File: src/rtl/alu_seq_pkg.sv
// Shared definitions for the alu_seq execution sequencer: opcodes, FSM states
// and INSTR field positions.
package alu_seq_pkg;

  typedef enum logic [1:0] {
    OP_ADD  = 2'b00,
    OP_NAND = 2'b01,
    OP_CMP  = 2'b10,
    OP_LDI  = 2'b11
  } opcode_e;

  typedef enum logic [1:0] {
    ST_IDLE   = 2'd0,
    ST_WAIT   = 2'd1,
    ST_RETIRE = 2'd2
  } state_e;

  localparam int unsigned OPC_MSB = 7;
  localparam int unsigned OPC_LSB = 6;
  localparam int unsigned RD_MSB  = 5;
  localparam int unsigned RD_LSB  = 4;
  localparam int unsigned RS_MSB  = 3;
  localparam int unsigned RS_LSB  = 2;
  localparam int unsigned IMM_MSB = 3;
  localparam int unsigned IMM_LSB = 0;

  function automatic opcode_e instr_op(input logic [7:0] instr);
    return opcode_e'(instr[OPC_MSB:OPC_LSB]);
  endfunction

  function automatic logic [1:0] instr_rd(input logic [7:0] instr);
    return instr[RD_MSB:RD_LSB];
  endfunction

  function automatic logic [1:0] instr_rs(input logic [7:0] instr);
    return instr[RS_MSB:RS_LSB];
  endfunction

  function automatic logic [3:0] instr_imm(input logic [7:0] instr);
    return instr[IMM_MSB:IMM_LSB];
  endfunction

endpackage

File: src/rtl/regfile_4x4.sv
// 4x4-bit register file: two combinational operand read ports, one debug read
// port, one synchronous write port, asynchronous active-low clear.
module regfile_4x4 (
  input  logic       clk_i,
  input  logic       rst_ni,
  input  logic       we_i,
  input  logic [1:0] waddr_i,
  input  logic [3:0] wdata_i,
  input  logic [1:0] raddr_a_i,
  output logic [3:0] rdata_a_o,
  input  logic [1:0] raddr_b_i,
  output logic [3:0] rdata_b_o,
  input  logic [1:0] dbg_addr_i,
  output logic [3:0] dbg_data_o
);

  logic [3:0] regs_q [4];

  always_ff @(posedge clk_i or negedge rst_ni) begin
    if (!rst_ni) begin
      regs_q <= '{default: '0};
    end else if (we_i) begin
      regs_q[waddr_i] <= wdata_i;
    end
  end

  assign rdata_a_o  = regs_q[raddr_a_i];
  assign rdata_b_o  = regs_q[raddr_b_i];
  assign dbg_data_o = regs_q[dbg_addr_i];

endmodule

File: src/rtl/alu_seq.sv
// Execution sequencer for the external combinational 4-bit alu: latches
// operands, waits SETTLE_CYCLES, then captures result and flags.
module alu_seq
  import alu_seq_pkg::*;
#(
  parameter int unsigned SETTLE_CYCLES = 2
) (
  input  logic       clk,
  input  logic       rst_n,
  input  logic [7:0] INSTR,
  input  logic       instr_valid,
  output logic       instr_ready,
  output logic [3:0] ALU_A,
  output logic [3:0] ALU_B,
  output logic       alu_sel,
  input  logic [3:0] ALU_RES,
  input  logic       alu_eq,
  input  logic       alu_ovf,
  output logic       done,
  output logic [3:0] RES,
  output logic       z,
  output logic       v,
  input  logic [1:0] DBG_ADDR,
  output logic [3:0] DBG_DATA
);

  state_e     state_q, state_d;
  logic [3:0] cnt_q, cnt_d;
  logic [3:0] alu_a_q, alu_b_q;
  logic       sel_q;
  opcode_e    op_q;
  logic [1:0] rd_q;
  logic [3:0] res_q;
  logic       z_q, v_q;

  opcode_e    in_op;
  logic [1:0] in_rd, in_rs;
  logic [3:0] in_imm;
  logic [3:0] rf_a, rf_b;
  logic       accept, capture;
  logic       rf_we;
  logic [1:0] rf_waddr;
  logic [3:0] rf_wdata;

  assign in_op  = instr_op(INSTR);
  assign in_rd  = instr_rd(INSTR);
  assign in_rs  = instr_rs(INSTR);
  assign in_imm = instr_imm(INSTR);

  assign accept  = instr_valid && (state_q == ST_IDLE);
  assign capture = (state_q == ST_WAIT) && (cnt_q == 4'(SETTLE_CYCLES - 1));

  // LDI writes at accept, ADD/NAND at capture; the two never coincide.
  assign rf_we    = (accept && (in_op == OP_LDI)) ||
                    (capture && ((op_q == OP_ADD) || (op_q == OP_NAND)));
  assign rf_waddr = accept ? in_rd  : rd_q;
  assign rf_wdata = accept ? in_imm : ALU_RES;

  regfile_4x4 u_regfile (
    .clk_i      (clk),
    .rst_ni     (rst_n),
    .we_i       (rf_we),
    .waddr_i    (rf_waddr),
    .wdata_i    (rf_wdata),
    .raddr_a_i  (in_rd),
    .rdata_a_o  (rf_a),
    .raddr_b_i  (in_rs),
    .rdata_b_o  (rf_b),
    .dbg_addr_i (DBG_ADDR),
    .dbg_data_o (DBG_DATA)
  );

  always_ff @(posedge clk or negedge rst_n) begin
    if (!rst_n) begin
      state_q <= ST_IDLE;
      cnt_q   <= '0;
    end else begin
      state_q <= state_d;
      cnt_q   <= cnt_d;
    end
  end

  always_comb begin
    state_d     = state_q;
    cnt_d       = cnt_q;
    instr_ready = 1'b0;
    done        = 1'b0;
    case (state_q)
      ST_IDLE: begin
        instr_ready = 1'b1;
        if (accept) begin
          cnt_d   = '0;
          state_d = (in_op == OP_LDI) ? ST_RETIRE : ST_WAIT;
        end
      end
      ST_WAIT: begin
        cnt_d = cnt_q + 4'd1;
        if (capture) state_d = ST_RETIRE;
      end
      ST_RETIRE: begin
        done    = 1'b1;
        state_d = ST_IDLE;
      end
      default: state_d = ST_IDLE;
    endcase
  end

  always_ff @(posedge clk or negedge rst_n) begin
    if (!rst_n) begin
      alu_a_q <= '0;
      alu_b_q <= '0;
      sel_q   <= 1'b0;
      op_q    <= OP_ADD;
      rd_q    <= '0;
      res_q   <= '0;
      z_q     <= 1'b0;
      v_q     <= 1'b0;
    end else begin
      if (accept && (in_op != OP_LDI)) begin
        alu_a_q <= rf_a;
        alu_b_q <= rf_b;
        sel_q   <= (in_op == OP_NAND);
        op_q    <= in_op;
        rd_q    <= in_rd;
      end
      if (accept && (in_op == OP_LDI)) res_q <= in_imm;
      if (capture) begin
        res_q <= ALU_RES;
        case (op_q)
          OP_ADD: begin
            z_q <= (ALU_RES == '0);
            v_q <= alu_ovf;
          end
          OP_NAND: z_q <= (ALU_RES == '0);
          OP_CMP:  z_q <= alu_eq;
          default: ;
        endcase
      end
    end
  end

  assign ALU_A   = alu_a_q;
  assign ALU_B   = alu_b_q;
  assign alu_sel = sel_q;
  assign RES     = res_q;
  assign z       = z_q;
  assign v       = v_q;

endmodule

File: config.mk
export PLATFORM = sky130hd
export DESIGN_NAME = alu_seq
export DESIGN_NICKNAME = d
export VERILOG_FILES = /design/src/rtl/alu_seq_pkg.sv /design/src/rtl/regfile_4x4.sv /design/src/rtl/alu_seq.sv
export SDC_FILE = /design/constraint.sdc
export NUM_CORES = 1
export LEC_CHECK = 0
export ABC_AREA = 1
export BUFFER_PORTS_ARGS = -buffer_cell sky130_fd_sc_hd__buf_2
export CAP_MARGIN = 10
export CORE_ASPECT_RATIO = 1.75
export CORE_UTILIZATION = 42
export DETAILED_ROUTE_END_ITERATION = 7
export PLACE_DENSITY = 0.61
export REMOVE_ABC_BUFFERS = 1
export SYNTH_ARGS = -nofsm -noshare
export SYNTH_HDL_FRONTEND = slang
export SYNTH_SLANG_ARGS = --single-unit
File: constraint.sdc
create_clock -name clk -period 3.6 [get_ports clk]
set_input_delay 0.18 -clock clk [delete_from_list [all_inputs] [get_ports clk]]
set_output_delay 0.18 -clock clk [all_outputs]
set_load 0.02 [all_outputs]
Word-level counts from Yosys, hierarchy flattened:

Index checks and enable logic that the tools add are counted.

* input port bits: 19
* logic and storage cells: 78
* bits in registers: 41

* magnitude comparators: 5
* reduce and logical (&&, ||, !) cells: 19
* equality and inequality tests: 10
* bitwise operators: 4
* muxes and demuxes: 25
* add/subtract/negate cells: 1

Operator list (number)
* 4-bit two-way mux: 11
* 4-bit binary-select mux with 2-bit select: 3
* 16-bit bitwise mux: 1
* 3-bit greater-or-equal comparator (second input constant): 4
* 2-bit inverter with 3-bit output: 4
* 4-bit demux with 2-bit select: 1
* 2-bit two-way mux: 4
* 4-bit case mux with 2 select lines: 1
* 2-bit AND reduction: 4
* 2-bit by 1-bit equality test with 1-bit output (second input constant): 3
* 2-bit equality test (second input constant): 3
* 1-bit logical AND: 6
* 2-bit != test (second input constant): 3
* 2-bit nonzero test: 3
* 4-bit by 1-bit adder with 4-bit output (second input constant): 1
* 4-bit by 1-bit equality test with 1-bit output (second input constant): 1
* 2-bit logical NOT: 2
* 4-bit logical NOT: 1
* 2-bit case mux with 2 select lines: 1
* 3-bit by 1-bit less-than comparator with 1-bit output (second input constant): 1
* 1-bit logical OR: 2
* 1-bit two-way mux: 2
* 1-bit case mux with 2 select lines: 1
* 2-bit OR reduction: 1

Logic depth before layout (Yosys ltp):

* depth after elaboration: 9
* mapped depth: 10
* gate-level depth less buffers: 9

By module:

Synthesis repeated with hierarchy kept, for this count alone.

* cells, all modules: 334
* area, all modules: 2384.8 um2

By module, submodules not included
* alu_seq: cells an instance 153, times used 1, seq. area each 625.6 um2, area each 1249.9 um2
* regfile_4x4: cells an instance 181, times used 1, seq. area each 400.4 um2, area each 1134.8 um2

Worst setup path before layout:

Ideal clock, no wire load.

* path kind: flip-flop to flip-flop
* start point: register cnt_q[1]
* end point: register res_q[1], in the netlist RES[1]
* path buffers: 0
* clock period less this slack: 1.437 ns
* data arrival time: 1.318 ns
* slack: 2.163 ns
* stages on the path, launching flop included: 10
* cells stage by stage: dfrtp_1 > inv_1 > ha_1 > inv_1 > nor3_4 > nand2_1 > nand2_1 > inv_1 > nand2_1 > o21ai_2

* longest elaborated chain between the ends: 3
* elaborated cells between the ends (all ways): 4
* those cells by class: eq/ne (1); mux (1); reduce/logical (2)

Ends and longest elaborated chain
* start: declaration: line alu_seq.sv:28 `logic [3:0] cnt_q, cnt_d;`
* start signal: assignment: line alu_seq.sv:79 `cnt_q <= cnt_d;`
* 4-bit by 1-bit equality test with 1-bit output *: line alu_seq.sv:51 `assign capture = (state_q == ST_WAIT) && (cnt_q == 4'(SETTLE_CYCLES - 1));`
* 1-bit logical AND *: line alu_seq.sv:51
* 4-bit two-way mux or 2-bit nonzero test (tied branches)
* end signal: assignment: line alu_seq.sv:126 `if (accept && (in_op == OP_LDI)) res_q <= in_imm;`
* end: declaration: line alu_seq.sv:33 `logic [3:0] res_q;`

Every way passes the cells marked *; elsewhere a longest branch is shown, timed or not.
A chain may end at the register's enable or synchronous reset.

Worst setup path after layout:

* start point: register cnt_q[1]
* end point: register u_regfile.regs_q[13] (netlist name)

* longest elaborated chain between the ends: 4

Ends and longest elaborated chain
* 4-bit by 1-bit equality test with 1-bit output: line alu_seq.sv:51
* 1-bit logical AND: line alu_seq.sv:51
* 1-bit logical AND: line alu_seq.sv:55 `(capture && ((op_q == OP_ADD) || (op_q == OP_NAND)));`
* 1-bit logical OR: line alu_seq.sv:54 `assign rf_we = (accept && (in_op == OP_LDI)) ||`
* end signal: indexed assignment: line regfile_4x4.sv:23 `regs_q[waddr_i] <= wdata_i;`
* end: declaration: line regfile_4x4.sv:17 `logic [3:0] regs_q [4];`

Every way passes these cells.

==> reports/results.ini <==
[run_status]
status = finished with violations
failed_checks = design-rule violations

[sta]
finalSetupViolations = 0
finalCritPeriodShare_pct = 53.3
skew_ns = 0.00777
slew_violations = 0
fin_tns_setup_ns = 0
hold-worst-slack_ns = 0.00600
fin_crit_ns = 1.92
setup_slack_ns = 1.68
hold_viol_final = 0
max_freq_ghz = 0.521
rsz0062_at_grt = no
slew_headroom_pct = 38.2
worstMarginPinSlew_ns = 0.927

[critical_path]
cpMostUsedCell = nand2_1
r2r-start = cnt_q[1]
crit_path_cell_trace = inv_1 > ha_1 > inv_1 > nor3_4 > nand3_2 > nand2_1 > nand2_2 > nand2_1 > nand2_1
max_stage_delay_ns = 0.49
r2r_slack_ns = 1.68
timing.critical_path.buf_inv = 2
start_kind = register
crit_type = register to register
end_kind = register
cp.required_ns = 3.78
reg2reg_depth = 9
slowest_stage = nand2_1
regToRegEndpoint = u_regfile.regs_q[13]
worstPathArrival_ns = 2.10
critical_path.max_fanout = 20
path_delay_family = simple AND/OR/NAND/NOR gates

[clock_tree]
cts_tree = yes
post-cts-setup-buffers = 0
clock_path_buffers = 2
clkSinkCount = 41
cts_max_level = 2
post_cts_resized = 0
cts_inserted_buffers = 5
cts_hold_buf = 0
cts.clk_slew.worst_paths_ns = 0.08
cts_root_buf = clkbuf_8
clock_latency_ns = 0.29

[detailed_routing]
ant_nets = 0
via_per_inst = 5.32
route.detailed.drc = 3
dr_total_vias = 2103
dr.first_iter.drc_count = 117
firstDrtPassIters = 7
drt_wl_total_mm = 5.70
avgRoutedWirePerCell_um = 14.4

[global_routing]
grt_max_degree = 42
grt.overflow.total = 0
grt_pass1_vias = 2062
grt_util_all_layers_pct = 21.8
grt_pass1_wl_mm = 9.44
antenna_found_initial = 0

[yosys]
synth_area_leader_cell = dfrtp_1
syn_inst = 302
netlist_area_mm2 = 0.00227
synth_top_area_share_pct = 45.2
ys_warn_count = 0
synthArstFlopShare_pct = 100
avgSynthCellArea_um2 = 7.52
ys_ff_latch = 41
synth-main-ff-cell = dfrtp_1
seq_area_frac_synth_pct = 45.2
synth_cell_types = 22
synth_enable_flop_cells = 0
synth_area_leaders = dfrtp_1, nand2_1, o21ai_0

[placed_design]
dp_slack_ns = 1.71
dp_cells = 387
port_buffers = 39
gp_congestion = 0.868
dp_hpwl_mm = 4.29

[floorplanning]
die_height_um = 99.3
dieArea_mm2 = 0.00572
die_x_um = 57.6
start_util_pct = 43.2
io_pins = 40
num_rows = 35
core_area_mm2 = 0.00526

[pwr]
power.leakage_nw = 1.34
total_power_mw = 2.23
ir_drop_v = 0.000401
power_density_mw_per_mm2 = 865

[finish]
drive_above_1_share_pct = 19.4
nFillCells = 536
diodes = 0
fin_cells = 395
final_common_cell = nand2_1
nets = 360
layout_common_cells = nand2_1, dfrtp_1, buf_2
area.growth.synth_to_final_pct = 13.2

[flow_run]
maxCapViolations = 0

[worst_hold_path]
hold_path.class = primary input to asynchronous set/reset pin

cells by family (layout without fill, tap and decap cells):
| kind of cell | Yosys count | after routing | synth area share (%) |
|---|---|---|---|
| buffers and inverters | 33 | 71 | 5.89 |
| AND/OR/NAND/NOR | 161 | 161 | 32.3 |
| AO/OA/AOI/OAI | 64 | 64 | 15.1 |
| adder cells (fa/ha/maj) | 2 | 2 | 1.10 |
| flip-flops | 41 | 41 | 45.2 |
| multiplexers | 1 | 1 | 0.441 |
per-stage QoR:
stage / util, % / area (µm²)
after global routing: 49.0 / 2570
after CTS: 49.0 / 2570
after detailed placement: 47.4 / 2490
final: 49.0 / 2570
after floorplan: - / 2230
after global placement: 47.4 / 2490
report_power, final:
part	switching, mW	total [mW]	internal, mW
registers	0.199	0.881	0.681
logic	0.716	1.05	0.338
clock network	0.152	0.290	0.138
layer usage:
layer / up-vias / global-route usage, % / share of wire (%)
li1: 1054 / - / -
met1: 986 / 23.9 / 40
met2: 53 / 39.9 / 54
met3: 10 / 2.86 / 3.4
met4: 0 / 10.9 / 2.5
met5: - / 0 / 0
sequential cells by signal, summed over array words and instances, names as in the netlist:
signal,cells
ALU_A,4
ALU_B,4
RES,4
alu_sel,1
cnt_q,4
op_q,2
rd_q,2
state_q,2
u_regfile.regs_q,16
v,1
z,1
final cells by class:
cell class              instances  area [µm²]  share of cell area (%)
clock buffers                   8        80.1                    3.11
multi-input cells             228        1110                    43.2
well taps                      55        68.8                    2.68
repair buffers                 39         195                    7.59
inverters                      24        90.1                    3.50
flip-flops and latches         41        1030                    39.9
worst reg2reg max path: stages (launching register included):
cell and delay, ns:
dfrtp_1 0.40, inv_1 0.08, ha_1 0.13, inv_1 0.05, nor3_4 0.22, nand3_2 0.13, nand2_1 0.49, nand2_2 0.16
nand2_1 0.09, nand2_1 0.05
synthesized netlist by cell type, types with 4 or more instances:
master / instances
a21oi_1: 22
clkbuf_1: 5
dfrtp_1: 41
inv_1: 22
nand2_1: 99
nand2_2: 7
nand3_1: 27
nor2_1: 17
nor2_4: 6
o21ai_0: 33
o21ai_2: 4
o22ai_1: 4
worst max path at each step:
stage	depth (start not counted)	end	slack, ns	startpoint
floorplan	9	u_regfile.regs_q[0]	1.93	cnt_q[1]
global placement	9	u_regfile.regs_q[13]	1.77	cnt_q[1]
detailed placement	9	u_regfile.regs_q[13]	1.71	cnt_q[1]
CTS	9	u_regfile.regs_q[13]	1.68	cnt_q[1]
global route	9	u_regfile.regs_q[15]	1.44	cnt_q[1]
finish	9	u_regfile.regs_q[13]	1.68	cnt_q[1]
No activity file was read; power rests on OpenSTA's default activity.
